## config.mk

```make
export PLATFORM = sky130hd
export DESIGN_NAME = vx_barrier_unit
export DESIGN_NICKNAME = d
export VERILOG_FILES = /design/src/rtl/vx_barrier_unit.sv
export SDC_FILE = /design/constraint.sdc
export NUM_CORES = 1
export LEC_CHECK = 0
export BUFFER_PORTS_ARGS = -buffer_cell sky130_fd_sc_hd__clkbuf_2
export CORE_MARGIN = 2
export CORE_UTILIZATION = 35
export DETAILED_ROUTE_END_ITERATION = 10
export PLACE_DENSITY = 0.57
export SYNTH_ARGS = -nofsm -noshare
export SYNTH_HDL_FRONTEND = slang
export SYNTH_SLANG_ARGS = --single-unit
```

## constraint.sdc

```tcl
create_clock -name clk -period 4.05 [get_ports clk]
set_input_delay 0.405 -clock clk [delete_from_list [all_inputs] [get_ports clk]]
set_output_delay 0.405 -clock clk [all_outputs]
set_load 0.01 [all_outputs]
```

## src/rtl/vx_barrier_unit.sv

```systemverilog
// Warp-barrier responder: tracks per-slot arrivals and pulses a release mask
// when the last participating warp arrives.

module vx_barrier_slot #(
    parameter int NUM_WARPS = 4,
    parameter int NW_BITS   = 2
) (
    input  logic                 clk,
    input  logic                 reset_n,
    input  logic                 arrive,
    input  logic [NUM_WARPS-1:0] wbit,
    input  logic [NW_BITS-1:0]   size_m1,
    output logic [NUM_WARPS-1:0] mask,
    output logic                 fire,
    output logic [NUM_WARPS-1:0] fire_wmask
);
    logic               busy;
    logic [NW_BITS-1:0] count;
    logic [NW_BITS-1:0] size;
    logic [NW_BITS-1:0] count_inc;
    logic               last;

    assign count_inc = NW_BITS'(count + 1'b1);
    // an idle slot with size_m1==0 releases immediately without ever going busy
    assign last       = busy ? (count_inc == size) : (size_m1 == '0);
    assign fire       = arrive && last;
    assign fire_wmask = fire ? (mask | wbit) : '0;

    always_ff @(posedge clk or negedge reset_n) begin
        if (!reset_n) begin
            busy  <= 1'b0;
            mask  <= '0;
            count <= '0;
            size  <= '0;
        end else if (arrive) begin
            if (last) begin
                busy  <= 1'b0;
                mask  <= '0;
                count <= '0;
            end else if (!busy) begin
                busy  <= 1'b1;
                mask  <= wbit;
                count <= '0;
                size  <= size_m1;
            end else begin
                mask  <= mask | wbit;
                count <= count_inc;
            end
        end
    end
endmodule

module vx_barrier_unit #(
    parameter  int NUM_WARPS    = 4,
    parameter  int NUM_BARRIERS = 4,
    localparam int NW_BITS      = (NUM_WARPS > 1) ? $clog2(NUM_WARPS) : 1,
    localparam int NB_BITS      = (NUM_BARRIERS > 1) ? $clog2(NUM_BARRIERS) : 1
) (
    input  logic                 clk,
    input  logic                 reset_n,
    input  logic                 req_valid,
    input  logic [NW_BITS-1:0]   req_wid,
    input  logic [NB_BITS-1:0]   req_id,
    input  logic [NW_BITS-1:0]   req_size_m1,
    output logic                 release_valid,
    output logic [NB_BITS-1:0]   release_id,
    output logic [NUM_WARPS-1:0] release_wmask,
    output logic [NUM_WARPS-1:0] stalled_wmask,
    output logic                 error
);
    typedef struct packed {
        logic                 valid;
        logic [NB_BITS-1:0]   id;
        logic [NUM_WARPS-1:0] wmask;
    } rsp_t;

    logic [NUM_WARPS-1:0]                    wbit;
    logic                                    dup;
    logic [NUM_BARRIERS-1:0]                 slot_fire;
    logic [NUM_BARRIERS-1:0][NUM_WARPS-1:0]  slot_mask;
    logic [NUM_BARRIERS-1:0][NUM_WARPS-1:0]  slot_fire_wmask;
    rsp_t                                    rsp_d;
    rsp_t                                    rsp_q;
    logic                                    error_q;

    assign wbit = NUM_WARPS'(1) << req_wid;
    // a warp already waiting anywhere must not arrive again
    assign dup  = |(stalled_wmask & wbit);

    for (genvar i = 0; i < NUM_BARRIERS; i++) begin : g_slot
        vx_barrier_slot #(
            .NUM_WARPS (NUM_WARPS),
            .NW_BITS   (NW_BITS)
        ) u_slot (
            .clk        (clk),
            .reset_n    (reset_n),
            .arrive     (req_valid && !dup && (req_id == NB_BITS'(i))),
            .wbit       (wbit),
            .size_m1    (req_size_m1),
            .mask       (slot_mask[i]),
            .fire       (slot_fire[i]),
            .fire_wmask (slot_fire_wmask[i])
        );
    end

    always_comb begin
        stalled_wmask = '0;
        rsp_d         = '0;
        for (int i = 0; i < NUM_BARRIERS; i++) begin
            stalled_wmask = stalled_wmask | slot_mask[i];
            rsp_d.wmask   = rsp_d.wmask | slot_fire_wmask[i];
        end
        // only the addressed slot can fire, so one release per cycle at most
        rsp_d.valid = |slot_fire;
        rsp_d.id    = rsp_d.valid ? req_id : '0;
    end

    always_ff @(posedge clk or negedge reset_n) begin
        if (!reset_n) begin
            rsp_q   <= '0;
            error_q <= 1'b0;
        end else begin
            rsp_q   <= rsp_d;
            error_q <= req_valid && dup;
        end
    end

    assign release_valid = rsp_q.valid;
    assign release_id    = rsp_q.id;
    assign release_wmask = rsp_q.wmask;
    assign error         = error_q;
endmodule

```

* Word level (Yosys, flattened, before mapping)
Index checks and enable logic that the tools add are counted.
** Storage, ports and cells
- Flip-flop bits (word level) :: 44
- Latch bits :: 0
- Bits in writable memories :: 0
- ROM bits :: 0
- Bits of input ports :: 9
- Output and inout port bits :: 12
- Word-level logic and storage cells :: 99
- Memories kept :: 0
** Cells by class
- Add/subtract/negate cells :: 4
- Multipliers :: 0
- Div/mod/pow operators :: 0
- $lt $le $gt $ge :: 0
- Equality and inequality tests :: 7
- Shifts and indexed selects :: 1
- Muxes and demuxes :: 29
- Bitwise operators :: 19
- Reductions and logical operators :: 19
** Operators with widths (count)
- two-way mux 4 bit :: 12
- OR 4 bit :: 10
- two-way mux 2 bit :: 9
- AND reduction 3 bit :: 4
- logical AND 1 bit :: 10
- adder 2 x 1 -> 2 bit (second input constant) :: 4
- == test 2 bit :: 4
- two-way mux 1 bit :: 8
- inverter 1 bit :: 8
- OR reduction 4 bit :: 2
- bitwise AND 4 bit :: 1
- == test 2 bit (second input constant) :: 2
- zero test 2 bit :: 2
- << shifter 1 x 2 -> 4 bit (first input constant) :: 1
- == test 2 x 1 -> 1 bit (second input constant) :: 1
- zero test 1 bit :: 1

* Logic depth before layout (Yosys ltp)
- Depth in word-level cells :: 13
- Gate-level depth with buffers :: 7
- Mapped depth without buffers :: 5

* By module
Synthesis repeated with hierarchy kept, for this count alone.
** Second synthesis, totals
- Cell total of the unflattened synthesis :: 245
- Area, all modules :: 2268.4 sq um
** By module, submodules not included
- vx_barrier_slot :: instances 4, cells each 52, area an instance 470.5 sq um, sequential area each 225.2 sq um
- vx_barrier_unit :: instances 1, cells each 37, area an instance 386.6 sq um, sequential area each 200.2 sq um

* Least setup slack after synthesis
Ideal clock, no wire load.
- Path type :: reg-to-reg
- From :: register g_slot[2].u_slot.mask[0]
- To :: register g_slot[0].u_slot.size[0]
- Library setup time :: 0.125 ns
- Arrival time :: 1.958 ns
- Data required time :: 3.925 ns
- Slack :: 1.968 ns
- Stages on the path, launching flop included :: 6
- Path buffers :: 0
- Clock period less this slack :: 2.082 ns
- Cells stage by stage :: dfrtp_1 or4_1 a2bb2oi_2 nand3_4 nor3_1 mux2_2
** Between the ends
- Longest elaborated chain between the ends :: 8
** Ends and longest elaborated chain
- start, declared :: RTL line 13 : output logic [NUM_WARPS-1:0] mask,
- start signal, assigned :: RTL line 42 : mask <= wbit;
- start signal, assigned :: RTL line 46 : mask <= mask | wbit;
- OR 4 bit (2 in series) :: RTL line 110 : stalled_wmask = stalled_wmask | slot_mask[i];
- via stalled_wmask[0] :: RTL line 68 : output logic [NUM_WARPS-1:0] stalled_wmask,
- bitwise AND 4 bit :: RTL line 88 : assign dup = |(stalled_wmask & wbit);
- OR reduction 4 bit :: RTL line 88
- zero test 1 bit :: RTL line 97 : .arrive (req_valid && !dup && (req_id == NB_BITS'(i))),
- logical AND 1 bit (2 in series) :: RTL line 97
- AND reduction 3 bit (no source line)
- end signal, assigned :: RTL line 44 : size <= size_m1;
- end, declared :: RTL line 19 : logic [NW_BITS-1:0] size;
The timed path passes the listed nets, and every way through them passes these cells.
A chain may end at the register's enable or synchronous reset.

* Worst setup path after layout
- From :: register g_slot[2].u_slot.mask[1]
- To :: register g_slot[1].u_slot.mask[0]
** Between the ends
- Longest elaborated chain between the ends :: 7
** Ends and longest elaborated chain (RTL line)
- OR 4 bit (2 in series) :: 110
- bitwise AND 4 bit :: 88
- OR reduction 4 bit :: 88
- zero test 1 bit :: 97
- logical AND 1 bit (2 in series) :: 97
- end signal, assigned :: 42
- end signal, assigned :: 46
- end, declared :: 13
Every way passes these cells.

==> impl_metrics.yaml <==
logic_synthesis:
  synth_nets: 218
  yosysUniqueCellTypes: 45
  synth.top_cell.area_share_pct: 49.5
  synth-seq-cells: 44
  netlist_area_mm2: 0.00222
  synth_ff_type: "dfrtp_1"
  yosysWarnings: 0
  syn_inst: 209
  yosysTopAreaCell: "dfrtp_1"
  ys_seq_area_share_pct: 49.5
  netlist_top_cells_area: "dfrtp_1, a22o_1, nor2b_1, mux2_2, mux2i_1"
  syn_avg_cell_area_um2: 10.6
  synth_edf_count: 0
  async_flop_share_pct: 100
pwr:
  power.leakage_nw: 1.10
  p_per_area_mw_per_mm2: 701
  vdd_drop_max_v: 0.000273
final_layout:
  layout_common_cells: "dfrtp_1, clkbuf_2, a22o_1, nor2b_1, nor2_1"
  diodes: 0
  nets: 239
  fill_cells: 626
  synthToLayoutAreaGrowth_pct: 13.3
  drive_above_1_share_pct: 19.5
  layout_commonest_cell: "dfrtp_1"
drt:
  antenna_left: 0
  wire_per_inst_um: 17.1
  wl_um: 5280
  num_vias: 1735
  first_pass_iters: 4
  drc: 0
  drtIter0Drc: 128
  viasPerCell: 5.63
timing:
  fin_crit_sh_pct: 63.9
  min_period_ns: 2.59
  tightest_slew_ns: 0.876
  setup_violations: 0
  skew_ns: 0.00322
  grt_setup_unrepaired: "no"
  worst_slack_ns: 1.46
  final_max_slew_viol_count: 0
  slew_headroom_pct: 41.6
  setup_tns_ns: 0
  timing_hold_violations_final: 0
  max_freq_mhz: 387
setup_path:
  setup.worst_path.end_class: "flop"
  r2r-end: "g_slot[1].u_slot.mask[0]"
  rr_worst_depth: 5
  worstPathRequired_ns: 4.28
  worstSetupStartpointType: "flop"
  crit_arrival_ns: 2.82
  path_class: "flop to flop"
  r2r_setup_slack_ns: 1.46
  r2r_start: "g_slot[2].u_slot.mask[1]"
  worstPathMaxFanout: 25
die:
  dieArea_mm2: 0.00701
  core-area_mm2: 0.00624
  io_pins: 21
  die_x_um: 83.7
  rows: 29
  start_util_pct: 35.6
  die-height_um: 83.7
clock_tree:
  h-tree-depth: 2
  cts_buffer_depth: 2
  cts-root-buf: "clkbuf_8"
  cts.repair.resized: 0
  clock_sinks: 44
  cts_hold_buf: 0
  clock_latency_ns: 0.30
  cts_tree: "done"
  path_clk_slew_ns: 0.08
  post_cts_buffers: 0
  numCtsBuffers: 5
place:
  io_buffers: 20
  dp_hpwl_um: 3640
  gp_congestion: 0.779
  dp_slack_ns: 1.48
global_route:
  grt_pass1_vias: 1654
  grt_max_degree: 45
  overflow: 0
  antenna_found_initial: 0
  grt_pass1_wl_um: 8780
  track_usage_pct: 15.7
min_path:
  hold_path.class: "input pin to asynchronous set/reset pin"
run:
  drv_cap: 0
run_status:
  status: "completed"
-- worst max-delay path by stage --
stage                                           to                      from  slack [ns]
after CTS                 g_slot[1].u_slot.mask[0]  g_slot[2].u_slot.mask[1]        1.46
after global routing      g_slot[1].u_slot.mask[1]  g_slot[2].u_slot.mask[2]        1.28
after global placement    g_slot[1].u_slot.mask[0]  g_slot[2].u_slot.mask[2]        1.53
after detailed placement  g_slot[1].u_slot.mask[0]  g_slot[2].u_slot.mask[1]        1.48
final                     g_slot[1].u_slot.mask[0]  g_slot[2].u_slot.mask[1]        1.46
after floorplan           g_slot[0].u_slot.size[0]  g_slot[2].u_slot.mask[0]        1.97
-- worst max-delay path, stage by stage, from the launching register on --
cell      delay (ns)
dfrtp_1         0.42
or4_4           0.55
a22oi_2         0.26
nand3_4         0.31
a211oi_1        0.73
a22o_1          0.26
-- power by group --
part / internal, mW / switching, mW / leakage [nW] / total [mW]
Combinational: 0.298 / 0.345 / 0.456 / 0.644
Sequential: 0.603 / 0.147 / 0.574 / 0.750
Clock: 0.218 / 0.154 / 0.0645 / 0.372
Total: 1.12 / 0.647 / 1.10 / 1.77
-- per-layer routing --
metal | track usage (%) | vias to the layer above | share of wire [%]
met5 | 0 | - | 0
met4 | 4.84 | 0 | 1.3
met3 | 2.37 | 8 | 3.7
met2 | 25.0 | 36 | 47
met1 | 22.0 | 854 | 47
li1 | - | 837 | -
-- sequential cells by signal (all words and copies together), names as in the netlist --
signal and flops:
g_slot.u_slot.count 8, release_wmask 4, release_id 2, g_slot.u_slot.busy 4, g_slot.u_slot.size 8, error 1
g_slot.u_slot.mask 16, release_valid 1
-- metrics by stage --
| step | util (%) | power (mW) | hold slack [ns] | std cells | cell area, µm² |
|---|---|---|---|---|---|
| after floorplan | - | 1.22 | 0.109 | 209 | 2220 |
| after global placement | 38.4 | 1.39 | 0.501 | 300 | 2390 |
| after detailed placement | 38.4 | 1.40 | 0.511 | 300 | 2390 |
| after CTS | 40.4 | 1.77 | 0.208 | 308 | 2520 |
| after global routing | 40.4 | 1.88 | 0.224 | 308 | 2520 |
| final | 40.4 | 1.77 | 0.175 | 308 | 2520 |
-- layout make-up --
cell class                      count  area [µm²]  area share, %
Sequential cell                    44        1100           43.7
Clock buffer                        7        96.3           3.82
Multi-Input combinational cell    155        1080           42.8
Inverter                            3        11.3          0.447
Tap cell                           77        96.3           3.82
Timing Repair Buffer               21         108           4.27
Clock inverter                      1        30.0           1.19
-- cell families (layout without fill, tap and decap cells) --
group	after synthesis	in the layout	synth area share, %
AO/OA/AOI/OAI	69	69	23.6
XOR/XNOR	4	4	1.58
buffers and inverters	10	32	2.08
flip-flops	44	44	49.5
multiplexers	12	12	5.74
AND/OR/NAND/NOR	70	70	17.5
-- cells in the mapped netlist (3+ instances only) --
library cell and count:
a21oi_1 9, a222oi_1 4, nor2b_1 12, mux2i_1 6, mux2_2 6, o21ai_0 10
or3_1 3, o211ai_1 3, or2_2 3, clkbuf_1 5, dfrtp_1 44, a211oi_2 3
o22ai_1 4, nand3_1 8, a31oi_1 4, nor2_1 12, a22o_1 17, nand2_1 10
nand2b_1 7, nor3_1 4, o2bb2ai_1 3, inv_1 3
(Power assumes the default switching activity.)
